===== src/rtl/surf_arb_pkg.sv =====
`default_nettype none
// ---------------------------------------------------------------------------
// surf_arb_pkg : shared types and constants for the SURF event arbiter
// Rev 1.0 - initial release (optional header beat: SURF_ARB_HDR_EN)
// ---------------------------------------------------------------------------
package surf_arb_pkg;

  localparam logic [4:0] HDR_TAG = 5'b10100;

  typedef logic [2:0] surf_idx_t;

  typedef enum logic [1:0] {
    ST_IDLE = 2'd0,
`ifdef SURF_ARB_HDR_EN
    ST_HDR  = 2'd1,
`endif
    ST_PASS = 2'd2
  } arb_state_e;

endpackage
`default_nettype wire


===== src/rtl/surf_rr_pick.sv =====
`default_nettype none
// ---------------------------------------------------------------------------
// surf_rr_pick : round-robin pick of the first request at or after ptr_i
// Rev 1.0 - initial release
// ---------------------------------------------------------------------------
module surf_rr_pick
  import surf_arb_pkg::*;
#(
  parameter int NSURF = 7
) (
  input  logic [NSURF-1:0] req_i,
  input  surf_idx_t        ptr_i,
  output logic             found_o,
  output surf_idx_t        idx_o
);

  logic [2*NSURF-1:0] dbl_w;
  logic [NSURF-1:0]   rot_w;
  surf_idx_t          off_w;
  logic [3:0]         sum_w;

  // Rotating a doubled vector puts request ptr_i at bit 0.
  assign dbl_w = {req_i, req_i};
  assign rot_w = NSURF'(dbl_w >> ptr_i);

  always_comb begin
    found_o = 1'b0;
    off_w   = '0;
    for (int k = NSURF - 1; k >= 0; k--) begin
      if (rot_w[k]) begin
        found_o = 1'b1;
        off_w   = surf_idx_t'(k);
      end
    end
  end

  always_comb begin
    sum_w = {1'b0, ptr_i} + {1'b0, off_w};
    if (sum_w >= 4'(NSURF)) begin
      sum_w = sum_w - 4'(NSURF);
    end
    idx_o = sum_w[2:0];
  end

endmodule
`default_nettype wire


===== src/rtl/surf_event_arbiter.sv =====
`default_nettype none
// ---------------------------------------------------------------------------
// surf_event_arbiter : packet-level round-robin merge of NSURF byte streams
// Rev 1.0 - initial release; define SURF_ARB_HDR_EN for a per-packet header
// ---------------------------------------------------------------------------
module surf_event_arbiter
  import surf_arb_pkg::*;
#(
  parameter int         NSURF        = 7,
  parameter logic [6:0] DEFAULT_MASK = 7'h7F
) (
  input  logic               sysclk_i,
  input  logic               sysclk_rst_i,
  input  logic [NSURF-1:0]   enable_mask_i,
  input  logic [8*NSURF-1:0] s_tdata,
  input  logic [NSURF-1:0]   s_tvalid,
  output logic [NSURF-1:0]   s_tready,
  input  logic [NSURF-1:0]   s_tlast,
  output logic [7:0]         m_tdata,
  output logic               m_tvalid,
  input  logic               m_tready,
  output logic               m_tlast,
  output logic [2:0]         m_tuser,
  output logic               busy_o,
  output logic [NSURF-1:0]   pkt_done_o
);

  localparam logic [7:0]       MASK_EXT = {1'b0, DEFAULT_MASK};
  localparam logic [NSURF-1:0] MASK_RST = MASK_EXT[NSURF-1:0];
  localparam surf_idx_t        LAST_IDX = surf_idx_t'(NSURF - 1);

  arb_state_e       state_q, state_d;
  surf_idx_t        grant_q, grant_d;
  surf_idx_t        ptr_q, ptr_d;
  logic [NSURF-1:0] mask_q, mask_d;
  logic [NSURF-1:0] pkt_done_q, pkt_done_d;

  logic             pick_found_w;
  surf_idx_t        pick_idx_w;
  logic             cur_valid_w;
  logic             cur_last_w;
  logic             fire_w;

  // The mask input is live while idle so the decision sees the newest value.
  assign mask_d      = (state_q == ST_IDLE) ? enable_mask_i : mask_q;
  assign cur_valid_w = s_tvalid[grant_q];
  assign cur_last_w  = s_tlast[grant_q];
  assign fire_w      = (state_q == ST_PASS) && cur_valid_w && m_tready;

  surf_rr_pick #(
    .NSURF (NSURF)
  ) u_pick (
    .req_i   (s_tvalid & mask_d),
    .ptr_i   (ptr_q),
    .found_o (pick_found_w),
    .idx_o   (pick_idx_w)
  );

  always_ff @(posedge sysclk_i or posedge sysclk_rst_i) begin
    if (sysclk_rst_i) begin
      state_q    <= ST_IDLE;
      grant_q    <= '0;
      ptr_q      <= '0;
      mask_q     <= MASK_RST;
      pkt_done_q <= '0;
    end else begin
      state_q    <= state_d;
      grant_q    <= grant_d;
      ptr_q      <= ptr_d;
      mask_q     <= mask_d;
      pkt_done_q <= pkt_done_d;
    end
  end

  always_comb begin
    state_d    = state_q;
    grant_d    = grant_q;
    ptr_d      = ptr_q;
    pkt_done_d = '0;
    case (state_q)
      ST_IDLE: begin
        if (pick_found_w) begin
          grant_d = pick_idx_w;
`ifdef SURF_ARB_HDR_EN
          state_d = ST_HDR;
`else
          state_d = ST_PASS;
`endif
        end
      end
`ifdef SURF_ARB_HDR_EN
      ST_HDR: begin
        if (m_tready) begin
          state_d = ST_PASS;
        end
      end
`endif
      ST_PASS: begin
        if (fire_w && cur_last_w) begin
          state_d             = ST_IDLE;
          ptr_d               = (grant_q == LAST_IDX) ? '0 : grant_q + 3'd1;
          pkt_done_d[grant_q] = 1'b1;
        end
      end
      default: state_d = ST_IDLE;
    endcase
  end

  always_comb begin
    m_tvalid = 1'b0;
    m_tdata  = '0;
    m_tlast  = 1'b0;
    m_tuser  = '0;
    s_tready = '0;
    busy_o   = (state_q != ST_IDLE);
    case (state_q)
`ifdef SURF_ARB_HDR_EN
      ST_HDR: begin
        m_tvalid = 1'b1;
        m_tdata  = {HDR_TAG, grant_q};
        m_tuser  = grant_q;
      end
`endif
      ST_PASS: begin
        m_tvalid          = cur_valid_w;
        m_tdata           = s_tdata[{grant_q, 3'b000} +: 8];
        m_tlast           = cur_last_w;
        m_tuser           = grant_q;
        s_tready[grant_q] = m_tready;
      end
      default: ;
    endcase
  end

  assign pkt_done_o = pkt_done_q;

endmodule
`default_nettype wire


===== config.mk =====
export PLATFORM = sky130hd
export DESIGN_NAME = surf_event_arbiter
export DESIGN_NICKNAME = d
export VERILOG_FILES = /design/src/rtl/surf_arb_pkg.sv /design/src/rtl/surf_rr_pick.sv /design/src/rtl/surf_event_arbiter.sv
export SDC_FILE = /design/constraint.sdc
export NUM_CORES = 1
export LEC_CHECK = 0
export CAP_MARGIN = 25
export CORE_MARGIN = 3
export CORE_UTILIZATION = 41
export CTS_BUF_LIST = sky130_fd_sc_hd__clkbuf_4
export DETAILED_ROUTE_END_ITERATION = 10
export DONT_BUFFER_PORTS = 1
export MAX_ROUTING_LAYER = met4
export PLACE_DENSITY = 0.67
export SLEW_MARGIN = 25
export SYNTH_ARGS = -nofsm -noshare
export SYNTH_HDL_FRONTEND = slang
export SYNTH_SLANG_ARGS = --single-unit

===== constraint.sdc =====
create_clock -name sysclk_i -period 9.9 [get_ports sysclk_i]
set_input_delay 1.485 -clock sysclk_i [delete_from_list [all_inputs] [get_ports sysclk_i]]
set_output_delay 1.485 -clock sysclk_i [all_outputs]
set_load 0.01 [all_outputs]

After elaboration in Yosys (flattened, before gate mapping) --
Cells that the tools add are included.
Word-level totals: logic and storage cells 61, register bits 22, output and inout bits 28, input bits 80
Cells by class: shift-type cells 2, mux-type cells 33, bitwise gates (word level) 2, $lt $le $gt $ge 3, reduce and logical (&&, ||, !) cells 9, eq/ne operators 4, add/sub/neg operators 3
Operator list (number):
- $shiftx 56x7->8 | 1
- $mux 3 | 10
- $mux 7 | 4
- $and 7x7->7 | 2
- $shr 14x3->7 | 1
- $mux 1 | 12
- $mux 8 | 1
- $bmux 1 s3 | 2
- $reduce_and 2->1 | 3
- $add 3x3->4 | 1
- $ge 4x3->1 const B | 1
- $logic_and 1x1->1 | 4
- $lt 3x4->1 const B | 1
- $mux 2 | 2
- $pmux 2 s2 | 1
- $add 3x1->3 const B | 1
- $demux 1 s3 | 1
- $eq 3x3->1 const B | 1
- $ge 3x1->1 const B | 1
- $sub 3x3->3 const B | 1
- $eq 2x2->1 const B | 1
- $logic_not 2->1 | 1
- $ne 2x1->1 const B | 1
- $ne 2x2->1 const B | 1
- $reduce_bool 2->1 | 1

Longest topological paths before layout --
depth after elaboration 14, mapped depth 17, depth with buffers taken out 16

Cells and area by module --
From an unflattened synthesis, not the netlist that was laid out.
Unflattened totals: cell total of the unflattened synthesis 196, area, all modules 2079.5 um^2
By module, submodules not included:
- surf_event_arbiter | area an instance 1602.8 um^2, seq. area each 534.3 um^2, cells each 147, instances 1
- surf_rr_pick | area an instance 476.7 um^2, seq. area each 0.0 um^2, cells each 49, instances 1

Worst setup path before layout --
Ideal clock, no wire load.
path kind input-to-reg, start input enable_mask_i[0], end register grant_q[0], buffers on the path 0, data arrival time 4.173 ns, path slack 5.600 ns, cell stages on the path 16, required time 9.772 ns, setup time 0.128 ns, path through mux2i_1 -> o32ai_1 -> nor3_1 -> o21ai_0 -> o32a_1 -> o211ai_1 -> ha_1 -> inv_1 -> fa_1 -> inv_1 -> ha_1 -> inv_1 -> nor2_1 -> nor2_1 -> xnor2_1 -> mux2_1
Between the ends: word-level cells in the longest chain between the ends 13, elaborated cells on any way between the ends 22, classes of those cells add/sub (2); order compare (1); shift (1); mux (16); bitwise (1); reduce/logical (1)
RTL lines:
- from (decl) | RTL line surf_event_arbiter.sv:14 | input logic [NSURF-1:0] enable_mask_i,
- $mux 7 (*) | RTL line surf_event_arbiter.sv:45 | assign mask_d = (state_q == ST_IDLE) ? enable_mask_i : mask_q;
- $and 7x7->7 (*) | RTL line surf_event_arbiter.sv:53 | .req_i (s_tvalid & mask_d),
- $shr 14x3->7 (*) | RTL line surf_rr_pick.sv:24 | assign rot_w = NSURF'(dbl_w >> ptr_i);
- $mux 3 (7 in a row) | RTL line surf_rr_pick.sv:30 | if (rot_w[k]) begin
- $add 3x3->4 | RTL line surf_rr_pick.sv:38 | sum_w = {1'b0, ptr_i} + {1'b0, off_w};
- $ge 4x3->1 | RTL line surf_rr_pick.sv:39 | if (sum_w >= 4'(NSURF)) begin
- $mux 3 | RTL line surf_rr_pick.sv:39
- to (signal assigned) | RTL line surf_event_arbiter.sv:68 | grant_q <= grant_d;
- to (decl) | RTL line surf_event_arbiter.sv:33 | surf_idx_t grant_q, grant_d;
Mark *: on every way between the ends. The rest lies on a longest branch, timed or not. A chain may end at the register's enable or synchronous reset.

Final worst setup path --
start input enable_mask_i[3], end register grant_q[0]
Same word-level chain as after synthesis.

==> flow_summary.json <==
{
  "status": "finished clean",
  "endpoint_kind": "register",
  "ys_seq_area_share_pct": 24.2,
  "core_area_um2": 5170,
  "drc": 0,
  "hold_viol_final": 0,
  "synth_area_um2": 2210,
  "grt_pass1_wl_um": 9380,
  "gr-total-overflow": 0,
  "final_common_cell": "nor2_1",
  "die_x_um": 79.5,
  "insertedDiodeCount": 0,
  "place_inst": 313,
  "required_ns": 10.11,
  "cts_sinks": 21,
  "syn_inst": 260,
  "root_buffer": "clkbuf_4",
  "grt_use_total_pct": 18.7,
  "crit_family": "compound AO/OA/AOI/OAI gates",
  "worst_setup_path_start_kind": "primary input",
  "synth_edf_count": 0,
  "hpwlAfterDp_um": 4570,
  "antenna_found_initial": 0,
  "cts_setup_buffers": 0,
  "hold_slack_ns": 0.509,
  "final_nets": 333,
  "cp_data_arrival_time_ns": 4.58,
  "ios": 108,
  "cts.clk_slew.worst_paths_ns": 0.13,
  "fillers": 501,
  "rsz0062_at_grt": "false",
  "drtIter0Drc": 147,
  "crit_path_frequent_cell": "inv_1",
  "most-common-layout-cells": "nor2_1, inv_1, mux2i_1",
  "num_rows": 26,
  "max_stage_delay_ns": 0.66,
  "clk_latency_ns": 0.31,
  "htreeDepth": 1,
  "finalCriticalPeriod_ns": 4.37,
  "crit_chain": "mux2i_1 > o32ai_1 > mux4_1 > a21bo_2 > o211ai_1 > ha_1 > inv_1 > fa_1 > inv_1 > ha_1 > inv_1 > nor2_1 > nor2_1 > xnor2_1 > mux2_1",
  "numPortBuffers": 0,
  "ant_nets": 0,
  "place_ws_ns": 5.22,
  "vdd_drop_max_mv": 0.146,
  "gp_congestion": 0.881,
  "vias": 1948,
  "busiest_layer": "met2",
  "worstSetupPathType": "in2reg",
  "async_flop_share_pct": 100,
  "timing.final.crit_share_pct": 44.2,
  "routed_wl_um": 5740,
  "crit_slowest_cell": "o32ai_1",
  "max_cap_viol_count": 0,
  "clock_path_buffers": 2,
  "use_met1_pct": 24.2,
  "tritoncts": "built",
  "synth_flop_cell": "dfrtp_1",
  "area.growth.synth_to_final_pct": 1.75,
  "worstMarginPinSlew_ns": 0.914,
  "ctsHoldBuffers": 0,
  "power_density_nw_per_um2": 415,
  "crit_buf_inv": 3,
  "dpl_cell_area_um2": 2220,
  "wire_per_inst_um": 18.1,
  "tns_ns": 0,
  "die_h_um": 79.5,
  "met2_usage_pct": 31.6,
  "synth_warnings": 0,
  "synth.avg_cell_area_um2": 8.51,
  "synthDistinctLibCells": 56,
  "relSlewSlack_pct": 38.9,
  "fmax_ghz": 0.229,
  "finalSetupViolCount": 0,
  "ys_ff_latch": 21,
  "syn_nets": 345,
  "design_area_um2": 2250,
  "numCtsBuffers": 3,
  "hold_depth": 1,
  "final_max_slew_viol_count": 0,
  "cts_resized": 0,
  "grt_pass1_vias": 1844,
  "start_util_pct": 42.8,
  "worst_clock_skew_ns": 0.00353,
  "drive_gt1_share_pct": 17.0,
  "reg2reg_depth": 15,
  "fin_ws_ns": 5.53,
  "die-area_um2": 6310,
  "worst-path-max-fanout": 6,
  "cp.depth": 15,
  "viasPerCell": 6.15,
  "min_path_type": "reg2reg",
  "fin_cells": 317,
  "detail_route.first_pass.iterations": 4,
  "grt_use_met3_pct": 2.82,
  "grt_max_degree": 47,
  "p_leak_nw": 0.946
}
[sequential cells by signal (all words and copies together), names as in the netlist]
| name | count |
|---|---|
| pkt_done_o | 7 |
| state_q | 1 |
| mask_q | 7 |
| ptr_q | 3 |
| grant_q | 3 |
[per-stage QoR]
stage / util [%] / total power, W
finish: 43.5 / 0.000935
global route: 43.5 / 0.00103
detailed placement: 42.9 / 0.000895
floorplan: - / 0.000779
CTS: 43.5 / 0.000940
global placement: 42.9 / 0.000878
[routing by layer]
layer	routed length [um]	vias to the layer above	share of wire [%]
met1	2410	922	42
met3	432	2	7.5
met5	0	-	0
met2	2880	97	50
met4	21	0	0.37
li1	-	927	-
[path summary, 6_finish.rpt]
check | from | end | slack (ns)
min reg2reg | grant_q[0] | grant_q[0] | 0.51
max in group asynchronous | sysclk_rst_i | ptr_q[2] | 8.24
min in group asynchronous | sysclk_rst_i | pkt_done_o[0] | 1.18
max | enable_mask_i[3] | grant_q[0] | 5.53
min | grant_q[0] | grant_q[0] | 0.51
max reg2reg | state_q[1] | grant_q[0] | 5.61
[area by class of cell]
| type | instances | area, um^2 | share of cell area, % |
|---|---|---|---|
| Clock buffer | 3 | 22.5 | 1.00 |
| Clock inverter | 1 | 7.51 | 0.334 |
| Inverter | 21 | 78.8 | 3.50 |
| Multi-Input combinational cell | 200 | 1510 | 67.2 |
| Sequential cell | 21 | 534 | 23.7 |
| Tap cell | 70 | 87.6 | 3.89 |
| Timing Repair Buffer | 1 | 7.51 | 0.334 |
[Yosys cell counts, drive strengths merged (2+ instances only)]
cell type,n,area share [%]
a221oi,2,0.79
dfrtp,14,16
a21o,3,1.0
o41ai,2,1.6
o21ai,8,1.8
a222oi,2,0.91
a22oi,7,2.6
clkbuf,10,1.7
o32ai,5,2.7
and2,2,0.62
inv,21,3.6
nor2b,2,0.57
buf,8,2.2
dfstp,7,8.3
o22ai,10,2.8
ha,4,2.3
a211oi,2,0.91
o221ai,2,1.1
and3b,2,0.79
a21oi,17,3.8
nand3b,2,0.68
nand2,15,2.5
a31oi,10,3.8
or2,2,0.57
nand2b,5,1.4
mux4,2,2.2
nor2,35,5.9
mux2,14,7.1
nor3,10,2.3
mux2i,24,13
[report_power, final]
part	switching [W]	internal (W)	total [W]
sequential	0.0000736	0.000126	0.000200
clock	0.0000281	0.0000154	0.0000435
combinational	0.000400	0.000292	0.000692
total	0.000502	0.000433	0.000935
[logic make-up after synthesis]
logic type	after synthesis	synth area share, %
simple gates	80	16.9
compound gates	73	25.1
mux	40	22.5
buf+inv	39	7.47
flops	21	24.2
fa+ha+maj	5	3.17
xor+xnor	2	0.792
Note: power is estimated with default switching activity, not from simulation.
